==> config.mk <==
export PLATFORM = sky130hd
export DESIGN_NAME = char_buffer_writer
export DESIGN_NICKNAME = d
export VERILOG_FILES = /design/src/rtl/char_buffer_writer.sv
export SDC_FILE = /design/constraint.sdc
export NUM_CORES = 1
export LEC_CHECK = 0
export ABC_AREA = 0
export BUFFER_PORTS_ARGS = -buffer_cell sky130_fd_sc_hd__buf_2
export CAP_MARGIN = 25
export CORE_MARGIN = 2
export CORE_UTILIZATION = 60
export CTS_BUF_LIST = sky130_fd_sc_hd__clkbuf_4
export DETAILED_ROUTE_END_ITERATION = 7
export PLACE_DENSITY = 0.86
export SKIP_CTS_REPAIR_TIMING = 1
export SLEW_MARGIN = 30
export SYNTH_ARGS = -nofsm -noshare
export SYNTH_HDL_FRONTEND = slang
export SYNTH_SLANG_ARGS = --single-unit
==> constraint.sdc <==
create_clock -name clk -period 7.8 [get_ports clk]
set_input_delay 1.56 -clock clk [delete_from_list [all_inputs] [get_ports clk]]
set_output_delay 1.56 -clock clk [all_outputs]
set_load 0.01 [all_outputs]
==> src/rtl/char_buffer_writer.sv <==
// -----------------------------------------------------------------------------
// char_buffer_writer
// Writer side of the on-screen character buffer. Turns push-button presses and
// the switch value into ASCII writes at a cursor position of the text RAM that
// the display path reads.
//
// Operations: type (btn[0]), backspace (btn[1]), clear screen (btn[2]).
// Priority when several presses land in the same cycle: clear > backspace > type.
//
// Ports:
//   clk        in   system clock (50 MHz)
//   reset      in   asynchronous, active-high reset
//   btn[2:0]   in   raw active-low push buttons
//   sw[6:0]    in   ASCII code to type
//   wr_en      out  one-cycle write strobe to the text RAM
//   wr_addr    out  write address (row*COLS+col, or sweep index while clearing)
//   wr_data    out  ASCII code to write
//   cursor_col out  current column 0..COLS-1
//   cursor_row out  current row 0..ROWS-1
//   busy       out  high while a clear sweep runs
//
// Optional feature (macro CHAR_WRITER_AUTOCLEAR_EN): when defined, one full
// clear sweep runs automatically after reset is released.
// -----------------------------------------------------------------------------
module char_buffer_writer #(
    parameter int COLS            = 60,
    parameter int ROWS            = 17,
    parameter int ADDR_W          = 11,
    parameter int DEBOUNCE_CYCLES = 250000
) (
    input  logic              clk,
    input  logic              reset,
    input  logic [2:0]        btn,
    input  logic [6:0]        sw,
    output logic              wr_en,
    output logic [ADDR_W-1:0] wr_addr,
    output logic [6:0]        wr_data,
    output logic [5:0]        cursor_col,
    output logic [4:0]        cursor_row,
    output logic              busy
);

    localparam int CNT_W = (DEBOUNCE_CYCLES > 1) ? $clog2(DEBOUNCE_CYCLES) : 1;
    localparam logic [CNT_W-1:0]  DB_LAST   = CNT_W'(DEBOUNCE_CYCLES - 1);
    localparam logic [5:0]        COL_LAST  = 6'(COLS - 1);
    localparam logic [4:0]        ROW_LAST  = 5'(ROWS - 1);
    localparam logic [ADDR_W-1:0] ADDR_LAST = ADDR_W'(COLS * ROWS - 1);
    localparam logic [6:0]        SPACE     = 7'h20;

    typedef enum logic [0:0] {
        IDLE  = 1'b0,
        CLEAR = 1'b1
    } state_t;

    // Button conditioning: levels are kept active-high (1 = pressed).
    logic [2:0]       sync1_r;
    logic [2:0]       sync2_r;
    logic [2:0]       deb_r;
    logic [2:0]       press_r;
    logic [CNT_W-1:0] cnt_r [3];

    state_t            state_r;
    state_t            state_s;
    logic              wr_en_s;
    logic [ADDR_W-1:0] wr_addr_s;
    logic [6:0]        wr_data_s;
    logic [5:0]        col_s;
    logic [4:0]        row_s;
    logic              busy_s;
    logic              auto_start_s;

    logic [ADDR_W-1:0] cur_addr_s;
    logic [ADDR_W-1:0] bk_addr_s;
    logic [5:0]        adv_col_s;
    logic [4:0]        adv_row_s;
    logic [5:0]        bk_col_s;
    logic [4:0]        bk_row_s;

`ifdef CHAR_WRITER_AUTOCLEAR_EN
    logic auto_pend_r;

    // One-shot request that starts a sweep in the first cycle after reset.
    always_ff @(posedge clk or posedge reset) begin
        if (reset) begin
            auto_pend_r <= 1'b1;
        end else begin
            auto_pend_r <= 1'b0;
        end
    end

    assign auto_start_s = auto_pend_r;
`else
    assign auto_start_s = 1'b0;
`endif

    // Two-flop synchronizer for the inverted (active-high) button levels.
    always_ff @(posedge clk or posedge reset) begin
        if (reset) begin
            sync1_r <= 3'b000;
            sync2_r <= 3'b000;
        end else begin
            sync1_r <= ~btn;
            sync2_r <= sync1_r;
        end
    end

    // Debounce: accept a level only after DEBOUNCE_CYCLES differing samples in
    // a row; emit a one-cycle press pulse on an accepted released->pressed edge.
    always_ff @(posedge clk or posedge reset) begin
        if (reset) begin
            deb_r   <= 3'b000;
            press_r <= 3'b000;
            for (int i = 0; i < 3; i++) begin
                cnt_r[i] <= '0;
            end
        end else begin
            for (int i = 0; i < 3; i++) begin
                press_r[i] <= 1'b0;
                if (sync2_r[i] == deb_r[i]) begin
                    cnt_r[i] <= '0;
                end else if (cnt_r[i] == DB_LAST) begin
                    cnt_r[i]   <= '0;
                    deb_r[i]   <= sync2_r[i];
                    press_r[i] <= sync2_r[i];
                end else begin
                    cnt_r[i] <= cnt_r[i] + 1'b1;
                end
            end
        end
    end

    // Cursor neighbours and addresses; backspace at the origin stays put.
    always_comb begin
        cur_addr_s = ADDR_W'(cursor_row) * ADDR_W'(COLS) + ADDR_W'(cursor_col);
        adv_col_s  = cursor_col + 6'd1;
        adv_row_s  = cursor_row;
        bk_col_s   = cursor_col - 6'd1;
        bk_row_s   = cursor_row;
        if (cur_addr_s == {ADDR_W{1'b0}}) begin
            bk_addr_s = {ADDR_W{1'b0}};
        end else begin
            bk_addr_s = cur_addr_s - {{(ADDR_W-1){1'b0}}, 1'b1};
        end
        if (cursor_col == COL_LAST) begin
            adv_col_s = 6'd0;
            if (cursor_row == ROW_LAST) begin
                adv_row_s = 5'd0;
            end else begin
                adv_row_s = cursor_row + 5'd1;
            end
        end else begin
            adv_row_s = cursor_row;
        end
        if (cursor_col == 6'd0) begin
            if (cursor_row == 5'd0) begin
                bk_col_s = 6'd0;
                bk_row_s = 5'd0;
            end else begin
                bk_col_s = COL_LAST;
                bk_row_s = cursor_row - 5'd1;
            end
        end else begin
            bk_row_s = cursor_row;
        end
    end

    // Next-state and next-output logic; outputs hold unless an operation fires.
    always_comb begin
        state_s   = state_r;
        wr_en_s   = 1'b0;
        wr_addr_s = wr_addr;
        wr_data_s = wr_data;
        col_s     = cursor_col;
        row_s     = cursor_row;
        busy_s    = busy;
        case (state_r)
            IDLE: begin
                busy_s = 1'b0;
                if (press_r[2] || auto_start_s) begin
                    state_s   = CLEAR;
                    busy_s    = 1'b1;
                    wr_en_s   = 1'b1;
                    wr_addr_s = {ADDR_W{1'b0}};
                    wr_data_s = SPACE;
                end else if (press_r[1]) begin
                    wr_en_s   = 1'b1;
                    wr_addr_s = bk_addr_s;
                    wr_data_s = SPACE;
                    col_s     = bk_col_s;
                    row_s     = bk_row_s;
                end else if (press_r[0]) begin
                    wr_en_s   = 1'b1;
                    wr_addr_s = cur_addr_s;
                    wr_data_s = sw;
                    col_s     = adv_col_s;
                    row_s     = adv_row_s;
                end else begin
                    wr_en_s = 1'b0;
                end
            end
            CLEAR: begin
                // Presses arriving here are simply not looked at (dropped).
                wr_data_s = SPACE;
                if (wr_addr == ADDR_LAST) begin
                    state_s   = IDLE;
                    busy_s    = 1'b0;
                    wr_en_s   = 1'b0;
                    wr_addr_s = {ADDR_W{1'b0}};
                    col_s     = 6'd0;
                    row_s     = 5'd0;
                end else begin
                    busy_s    = 1'b1;
                    wr_en_s   = 1'b1;
                    wr_addr_s = wr_addr + {{(ADDR_W-1){1'b0}}, 1'b1};
                end
            end
            default: begin
                state_s = IDLE;
                busy_s  = 1'b0;
            end
        endcase
    end

    // State and registered outputs.
    always_ff @(posedge clk or posedge reset) begin
        if (reset) begin
            state_r    <= IDLE;
            wr_en      <= 1'b0;
            wr_addr    <= {ADDR_W{1'b0}};
            wr_data    <= SPACE;
            cursor_col <= 6'd0;
            cursor_row <= 5'd0;
            busy       <= 1'b0;
        end else begin
            state_r    <= state_s;
            wr_en      <= wr_en_s;
            wr_addr    <= wr_addr_s;
            wr_data    <= wr_data_s;
            cursor_col <= col_s;
            cursor_row <= row_s;
            busy       <= busy_s;
        end
    end

endmodule
==> results.txt, run 1 <==
The run finished with clean final reports. Wire length per cell after detailed routing: 15.2 µm. The tools report the number of pins exceeding their max-slew limit in the final report as 0. TritonCTS built the clock tree. Sequential elements use 41.1% of the synthesized area.

The tool flagged a number of max-cap violations equal to 0. Critical path class: flop to flop. The logs give 0 for the initial antenna violation count and 36 for the number of placement rows.

For the overall routed net length, the log shows 12200 µm. Setup violations remaining at the end of the flow were counted as 0. Setup repair after global routing left no endpoint under its margin. The die span in x works out to 103 µm. The clock root buffer was sky130_fd_sc_hd__clkbuf_4. For this run, the detailed router's first-pass iteration total came to 5.

During synthesis, Yosys emitted a total of 0 warnings. The congestion estimate from routability-driven global placement came to 0.860. Summing every instance area after synthesis gives 5910 µm².

The number of port buffers is 42. The reg-to-reg critical path startpoint is cursor_row[2]. In the routed layout, each cell is associated on average with a via count of 5.88.

The share of the clock period used by the worst path came out at 54.1%. The setup TNS was 0 ns; the net count after synthesis was 674. The clock reaches the later pin of the worst-skew pair after 0.44 ns.

The most critical setup path has its startpoint at cursor_row[2]. For the worst setup path, the data arrival time is 4.55 ns. Detailed routing inserted a total of 4717 vias.

The number of unique standard cell types used by synthesis is 72, and the number of nets in the finished design is 712. For this design, the slowest cell found on the critical path is sky130_fd_sc_hd__dfrtp_1. The logs give 0 for the total inserted antenna cells and 237 MHz for the highest achievable clock rate. The smallest setup slack after layout was 3.58 ns; the maximum number of pins on one net before global-route repair was 75. At the placement stage, the worst setup path has a slack of 3.57 ns.

The synthesis-to-finish area growth is 7.82%. In this run the number of H-tree levels came out at 3. After synthesis, the cell types taking the most area are sky130_fd_sc_hd__dfrtp_1 (41%), sky130_fd_sc_hd__ha_1 (5.9%), sky130_fd_sc_hd__xor2_1 (5.9%), sky130_fd_sc_hd__nor2_1 (5.8%), sky130_fd_sc_hd__xnor2_1 (4.0%).

The starting density of the core was 61.0%. The worst hold-check path type was flop to flop. The share of the synthesized area in the top cell type is 40.7%.

Average size of a mapped cell: 9.43 µm². The setup check on the worst reg-to-reg path leaves a slack of 3.58 ns. The count of endpoints failing hold in the final timing report was 0; the height of the die was 103 µm. The fraction of layout instances using a drive strength above 1 was 12.4%.

Number of nets with antenna violations after routing: 0. The transition time at the pin with the least slew margin came out at 0.891 ns. The most used flip-flop cell after synthesis is sky130_fd_sc_hd__dfrtp_1. TritonCTS created 9 clock buffers. In the routed design, unresolved DRC markers number 0. Switching portion of total power: 23.6%.

After legalization and detailed placement, the total HPWL measured 8980 µm. The logic depth of the worst register-to-register path works out to 12. The worst setup path is launched from a flop.

The worst register-to-register path ends at wr_addr[5]. The run gives 0.128 mV as the maximum VDD drop. After layout, the minimum clock period comes to 4.22 ns. The largest total area in the synthesized netlist belongs to sky130_fd_sc_hd__dfrtp_1.

In this design, the stage delay of the slowest critical-path cell is 0.59 ns. The synthesized design contains 0 enable-type register cells. In this run the tightest slew margin relative to its limit is 40.6%.

The critical path goes through fa_1 > fa_1 > inv_1 > fa_1 > inv_1 > ha_1 > nor3b_1 > o21ai_0 > a21oi_1 > o211ai_1 > a21oi_4 > o31ai_1. Placeable core area: 9680 µm². The number of global-route vias before repair is 4551.

The clock arrives with 0.0152 ns of skew. For the worst setup path, the data required time is 8.13 ns. After clock tree synthesis, the clock-pin slew on the worst setup and hold paths is 0.15 ns.

Counting every sink on the clock net gives 97. Final hold analysis gives a worst-case slack of 0.367 ns. The global-route total usage across every layer is 24.3%, and the leakage power of the design is 3.00 nW.

Cell internal power was estimated by the tool at 0.618 mW. The tools report the initial detailed-routing violation count as 393. In the synthesized netlist, the number of instances is 626. The share of total power dissipated in sequential elements is 63.4%. The critical path ends at wr_addr[5]. Summed over all layers, the global routing overflow is 0. The element type at the critical path end is a flop.

The largest driver fanout on the critical path is 10, and the flip-flop and latch count after synthesis is 97. The longest clock path from root to sink contains 2 buffers. The first-pass GRT wire length was 20700 µm; the net switching power of the design was 0.191 mW. Dividing total power by cell area gives a power density of 127 nW/µm². Of all flip-flops after synthesis, the portion carrying an async set or reset was 100%. The clock network is responsible for 33.5% of the overall power. The tools report the area of the die as 10700 µm². The run gives 3.1% as the proportion of power drawn by combinational gates. Counting stages on the worst path, the most repeated cell is sky130_fd_sc_hd__fa_1.

The run gives 43 as the boundary pin count. Summing internal, switching and leakage power gives 0.809 mW. The layout filler cell count was 758.
-- registers in the layout, indices dropped and copies added (netlist names) --
register / flops
sync1_r: 3
cnt_r: 54
wr_en: 1
cursor_row: 5
press_r: 3
deb_r: 3
wr_data: 7
cursor_col: 6
sync2_r: 3
wr_addr: 11
state_r: 1
-- synth_stat cells (2+ instances only) --
library cell	n
sky130_fd_sc_hd__o31ai_1	12
sky130_fd_sc_hd__a21o_1	2
sky130_fd_sc_hd__clkbuf_1	12
sky130_fd_sc_hd__nand3_1	34
sky130_fd_sc_hd__nor2_1	92
sky130_fd_sc_hd__o22ai_1	4
sky130_fd_sc_hd__o22ai_2	2
sky130_fd_sc_hd__inv_1	27
sky130_fd_sc_hd__o2111a_1	2
sky130_fd_sc_hd__and3_1	20
sky130_fd_sc_hd__buf_2	3
sky130_fd_sc_hd__nor4_1	5
sky130_fd_sc_hd__a31oi_1	4
sky130_fd_sc_hd__fa_1	8
sky130_fd_sc_hd__a22oi_1	3
sky130_fd_sc_hd__nand2_1	49
sky130_fd_sc_hd__a211oi_2	2
sky130_fd_sc_hd__nor4b_1	2
sky130_fd_sc_hd__nand3b_1	2
sky130_fd_sc_hd__nor3b_1	6
sky130_fd_sc_hd__a21oi_1	22
sky130_fd_sc_hd__xnor2_1	27
sky130_fd_sc_hd__o21ai_0	26
sky130_fd_sc_hd__ha_1	28
sky130_fd_sc_hd__o211ai_1	2
sky130_fd_sc_hd__and4_1	2
sky130_fd_sc_hd__o21a_1	6
sky130_fd_sc_hd__nand2b_1	2
sky130_fd_sc_hd__a32o_1	2
sky130_fd_sc_hd__dfrtp_1	96
sky130_fd_sc_hd__mux2i_1	7
sky130_fd_sc_hd__or2_2	2
sky130_fd_sc_hd__nand4_1	6
sky130_fd_sc_hd__a32oi_1	3
sky130_fd_sc_hd__nor2b_1	6
sky130_fd_sc_hd__mux2_2	3
sky130_fd_sc_hd__xor2_1	40
sky130_fd_sc_hd__nor3_1	13
sky130_fd_sc_hd__a22o_1	2
sky130_fd_sc_hd__or3_1	8
-- power by group through the flow --
| stage | Combinational (mW) | Sequential (mW) | Clock [mW] |
|---|---|---|---|
| floorplan | 0.0169 | 0.521 | 0 |
| global route | 0.0297 | 0.514 | 0.298 |
| CTS | 0.0256 | 0.513 | 0.279 |
| finish | 0.0248 | 0.513 | 0.271 |
| detailed placement | 0.0252 | 0.522 | 0 |
| global placement | 0.0237 | 0.522 | 0 |
-- cell type report --
cell class | count | area, µm² | area share [%]
well taps | 133 | 166 | 2.61
repair buffers | 44 | 229 | 3.60
multi-input cells | 485 | 3300 | 51.8
clock buffers | 10 | 75.1 | 1.18
flip-flops and latches | 97 | 2430 | 38.1
inverters | 27 | 103 | 1.61
clock inverters | 6 | 65.1 | 1.02
-- cells in the final DEF, fill, tap and decap left out, types with 4 or more instances in the layout --
cell type	netlist	final
sky130_fd_sc_hd__nor3_1	13	13
sky130_fd_sc_hd__o22ai_1	4	4
sky130_fd_sc_hd__a21oi_1	22	22
sky130_fd_sc_hd__dfrtp_1	96	96
sky130_fd_sc_hd__xor2_1	40	40
sky130_fd_sc_hd__nor4_1	5	5
sky130_fd_sc_hd__nand4_1	6	6
sky130_fd_sc_hd__clkbuf_4	0	10
sky130_fd_sc_hd__mux2i_1	7	7
sky130_fd_sc_hd__nand2_1	49	49
sky130_fd_sc_hd__nor2_1	92	92
sky130_fd_sc_hd__xnor2_1	27	27
sky130_fd_sc_hd__o31ai_1	12	12
sky130_fd_sc_hd__nand3_1	34	34
sky130_fd_sc_hd__inv_1	27	26
sky130_fd_sc_hd__nor3b_1	6	6
sky130_fd_sc_hd__o21a_1	6	6
sky130_fd_sc_hd__or3_1	8	8
sky130_fd_sc_hd__o21ai_0	26	26
sky130_fd_sc_hd__a31oi_1	4	4
sky130_fd_sc_hd__buf_2	3	42
sky130_fd_sc_hd__ha_1	28	28
sky130_fd_sc_hd__nor2b_1	6	6
sky130_fd_sc_hd__fa_1	8	8
sky130_fd_sc_hd__and3_1	20	20
-- worst min path at each step --
stage | from | to | slack, ns | cells past startpoint
2_1_floorplan | sync1_r[0] | sync2_r[0] | 0.33 | 0
3_5_place_dp | sync1_r[1] | sync2_r[1] | 0.34 | 0
3_3_place_gp | sync1_r[2] | sync2_r[2] | 0.33 | 0
4_1_cts | sync1_r[1] | sync2_r[1] | 0.37 | 0
5_1_grt | sync1_r[0] | sync2_r[0] | 0.38 | 0
6_report | sync1_r[1] | sync2_r[1] | 0.37 | 0
-- worst max-delay path, delay by kind of cell, from the launching register on --
family | cells | cell delay, ns
AOI/OAI and AO/OA | 5 | 1.14
adders and majority gates | 4 | 1.83
buffers and inverters | 2 | 0.10
DFF | 1 | 0.59
and+or+nand+nor | 1 | 0.47
-- routing by layer --
layer,vias up,global-route usage [%],routed length (µm)
met2,125,41.9,6190
met5,-,0,0
met3,34,4.70,408
li1,2274,-,-
met4,0,8.60,316
met1,2284,30.8,5310
-- per-stage QoR --
step | util (%) | area [µm²] | instances
after floorplan | - | 5910 | 626
after global placement | 64.3 | 6220 | 786
after detailed placement | 64.3 | 6220 | 786
after CTS | 65.7 | 6360 | 802
after global routing | 65.7 | 6370 | 802
final | 65.7 | 6370 | 802
-- cells by family after synthesis --
family	synth area share, %
compound gates	13.5
xor+xnor	10.2
fa+ha+maj	8.64
buf+inv	2.99
flops	41.1
mux	1.76
simple gates	21.8
Power figures use the tool's default switching activity.
==> inputs of run 2 (changes only) <==
clock period = 4.1 ns   (was 7.8 ns; I/O delays follow)
==> run 2 against run 1 <==
  * Hold slack got worse by 0.015 ns
  * Clock power increased by 92%
  * Non-clock buffer count increased by 4
  * Global-route usage increased by 0.57 points
  * Combinational power increased by 93%
  * Total power increased by 91%
  * Fmax increased by 7.9%
  * Largest power group unchanged
  * Worst setup slack got worse by 3.4 ns
==> results.txt, run 2 (synthesized netlist as in run 1, its figures left out) <==
The run finished with clean final reports. The total congestion overflow is 0 (unchanged). The largest register by flop count is cnt_r (unchanged). The number of flip-flops in the largest register works out to 54 (unchanged). The worst path buffer plus inverter count is 2 (unchanged), and the initial detailed-routing violation count is 360 (was 393). The logs give 3.03 nW (was 3.00 nW) for the leakage power of the design and 10700 µm² (unchanged) for the area of the die.

Critical-path cell list: fa_1 > fa_1 > inv_1 > fa_1 > inv_1 > ha_1 > nor3b_2 > o21a_1 > nand4_1 > a21o_1 > a21oi_4 > o21ai_1 (was fa_1 > fa_1 > inv_1 > fa_1 > inv_1 > ha_1 > nor3b_1 > o21ai_0 > a21oi_1 > o211ai_1 > a21oi_4 > o31ai_1). Minimum setup slack after placement: 0.0298 ns (was 3.57 ns). For the max capacitance violation total, the log shows 0 (unchanged). For the setup TNS, the log shows 0 ns (unchanged). The largest driver fanout on the critical path works out to 10 (unchanged). The run gives 4.42 ns (was 8.13 ns) as the data required time at the worst endpoint. Critical path class: flop to flop (unchanged). The cell with the biggest individual delay on the critical path was sky130_fd_sc_hd__fa_1 (was sky130_fd_sc_hd__dfrtp_1). Final number of setup-violating endpoints: 0 (unchanged). The run gives 36 (unchanged) as the number of placement rows. Clock root buffer: sky130_fd_sc_hd__clkbuf_4 (unchanged). For the final weighted congestion in routability-driven placement, the log shows 0.886 (was 0.860). For the overall routed net length, the log shows 12700 µm (was 12200 µm).

The worst hold-check path type is input pin to asynchronous set/reset pin (was flop to flop). The number of global-route vias before repair came out at 4727 (was 4551). The logs give 6400 µm² (was 6370 µm²) for the final design area excluding fillers and 0 (unchanged) for the DRC violations left. The tools report the final standard cell count with taps included and fillers excluded as 806 (was 802). The relative slew slack is 41.1% (was 40.6%). The clock transition time at the flip-flop clock pins of the worst setup and hold paths came out at 0.16 ns (was 0.15 ns). The logs give 0.246 mV (was 0.128 mV) for the maximum VDD drop and 0.0210 ns (was 0.0152 ns) for the worst setup skew after layout.

Registers with the most flip-flops: cnt_r x54, wr_addr x11, wr_data x7 (unchanged). TritonCTS built the clock tree. For the global-route total usage across every layer, the log shows 24.9% (was 24.3%). The logs give 716 (was 712) for the number of nets in the finished design and 9300 µm (was 8980 µm) for the post-detailed-placement half-perimeter wirelength.

The run gives 0 (unchanged) as the initial antenna violation count. The most prevalent standard cell on the critical path was sky130_fd_sc_hd__fa_1 (unchanged). The number of CTS-inserted buffers came out at 9 (unchanged).

The logs give 256 MHz (was 237 MHz) for the highest achievable clock rate and 2 (unchanged) for the maximum buffer depth of the clock tree. For the number of detailed-routing iterations run before antenna repair, the log shows 6 (was 5). For the maximum number of pins on one net before global-route repair, the log shows 38 (was 75). The tightest hold margin was 0.353 ns (was 0.367 ns). The share of the clock period used by the worst path is 95.3% (was 54.1%), and the transition time at the pin with the least slew margin is 0.883 ns (was 0.891 ns). The count of endpoints failing hold in the final timing report was 0 (unchanged); the arrival time at the worst endpoint was 4.23 ns (was 4.55 ns). For the via count of the routed design, the log shows 4834 (was 4717). The element type at the critical path end was a flop (unchanged). The maximum single-stage delay on the critical path came out at 0.52 ns (was 0.59 ns). Placeable core area: 9680 µm² (unchanged).

The number of pins exceeding their max-slew limit in the final report came out at 0 (unchanged). The tools report the clock insertion delay at the later pin of the skew report as 0.45 ns (was 0.44 ns). The run gives 21200 µm (was 20700 µm) as the first-pass GRT wire length. The number of nets with antenna violations after routing came out at 0 (unchanged). The synthesis-to-finish area growth works out to 8.45% (was 7.82%). The wire length per cell after detailed routing works out to 15.8 µm (was 15.2 µm).

Leading cell types in the layout, fill and taps excluded: sky130_fd_sc_hd__dfrtp_1 (96), sky130_fd_sc_hd__nor2_1 (92), sky130_fd_sc_hd__nand2_1 (49) (unchanged). The number of placed instances, taps included was 790 (was 786); the die span in x was 103 µm (unchanged). The post-route minimum period came out at 3.91 ns (was 4.22 ns). The leading cell type in the layout, fill and taps excluded is sky130_fd_sc_hd__dfrtp_1 (unchanged). The tools report the element type at the critical path start as a flop (unchanged). The power density over cell area is 241 nW/µm² (was 127 nW/µm²). The logs give 66.1% (was 65.7%) for the utilization after layout and 3 (unchanged) for the H-tree depth.

The kind of cell adding the most delay to the critical path was adder cells (unchanged). The detail-routed via count per cell came out at 6.00 (was 5.88). The number of port buffers is 42 (unchanged), and the clock net sink count is 97 (unchanged). The tools report the boundary pin count as 43 (unchanged). The logs give 3310 µm² (was 3300 µm²) for the area used by multi-input combinational logic and 1.54 mW (was 0.809 mW) for the total power of the final layout. The height of the die was 103 µm (unchanged). The layout filler cell count was 757 (was 758); the fraction of layout instances using a drive strength above 1 was 13.1% (was 12.4%). Setup repair after global routing left no endpoint under its margin. Standard cell area after detailed placement: 6250 µm² (was 6220 µm²). The smallest setup slack after layout was 0.191 ns (was 3.58 ns).

The area taken by flip-flops and latches came out at 2430 µm² (unchanged). The starting density of the core is 61.0% (unchanged), and the total inserted antenna cells is 0 (unchanged).
run 2: worst paths after layout:
check | startpoint | end | slack (ns) | cells after the start
worst max-delay path | cursor_row[1] | wr_addr[1] | 0.19 | 12
worst min register to register | sync1_r[2] | sync2_r[2] | 0.37 | 0
min in group clk | sync1_r[2] | sync2_r[2] | 0.37 | 0
worst max register to register | cursor_row[1] | wr_addr[1] | 0.19 | 12
max in group asynchronous | reset | cursor_row[4] | 2.90 | 3
worst min-delay path | reset | cnt_r[21] | 0.35 | 2
run 2: layer usage:
layer / wire (µm) / GRT usage [%] / up-vias
met5: 0 / 0 / -
met4: 148 / 6.88 / 0
met3: 579 / 5.04 / 22
met2: 6560 / 43.7 / 155
met1: 5420 / 31.5 / 2386
li1: - / - / 2271
run 2: power breakdown:
part | internal (mW) | switching (mW) | total [mW]
Combinational | 0.0137 | 0.0341 | 0.0478
Clock | 0.197 | 0.324 | 0.521
Sequential | 0.967 | 0.00870 | 0.976
Total | 1.18 | 0.367 | 1.54
run 2: area by class of cell:
cell class	count	area share, %
multi-input cells	485	51.7
flip-flops and latches	97	37.9
repair buffers	48	3.99
well taps	133	2.60
inverters	27	1.60
clock buffers	10	1.17
clock inverters	6	1.05
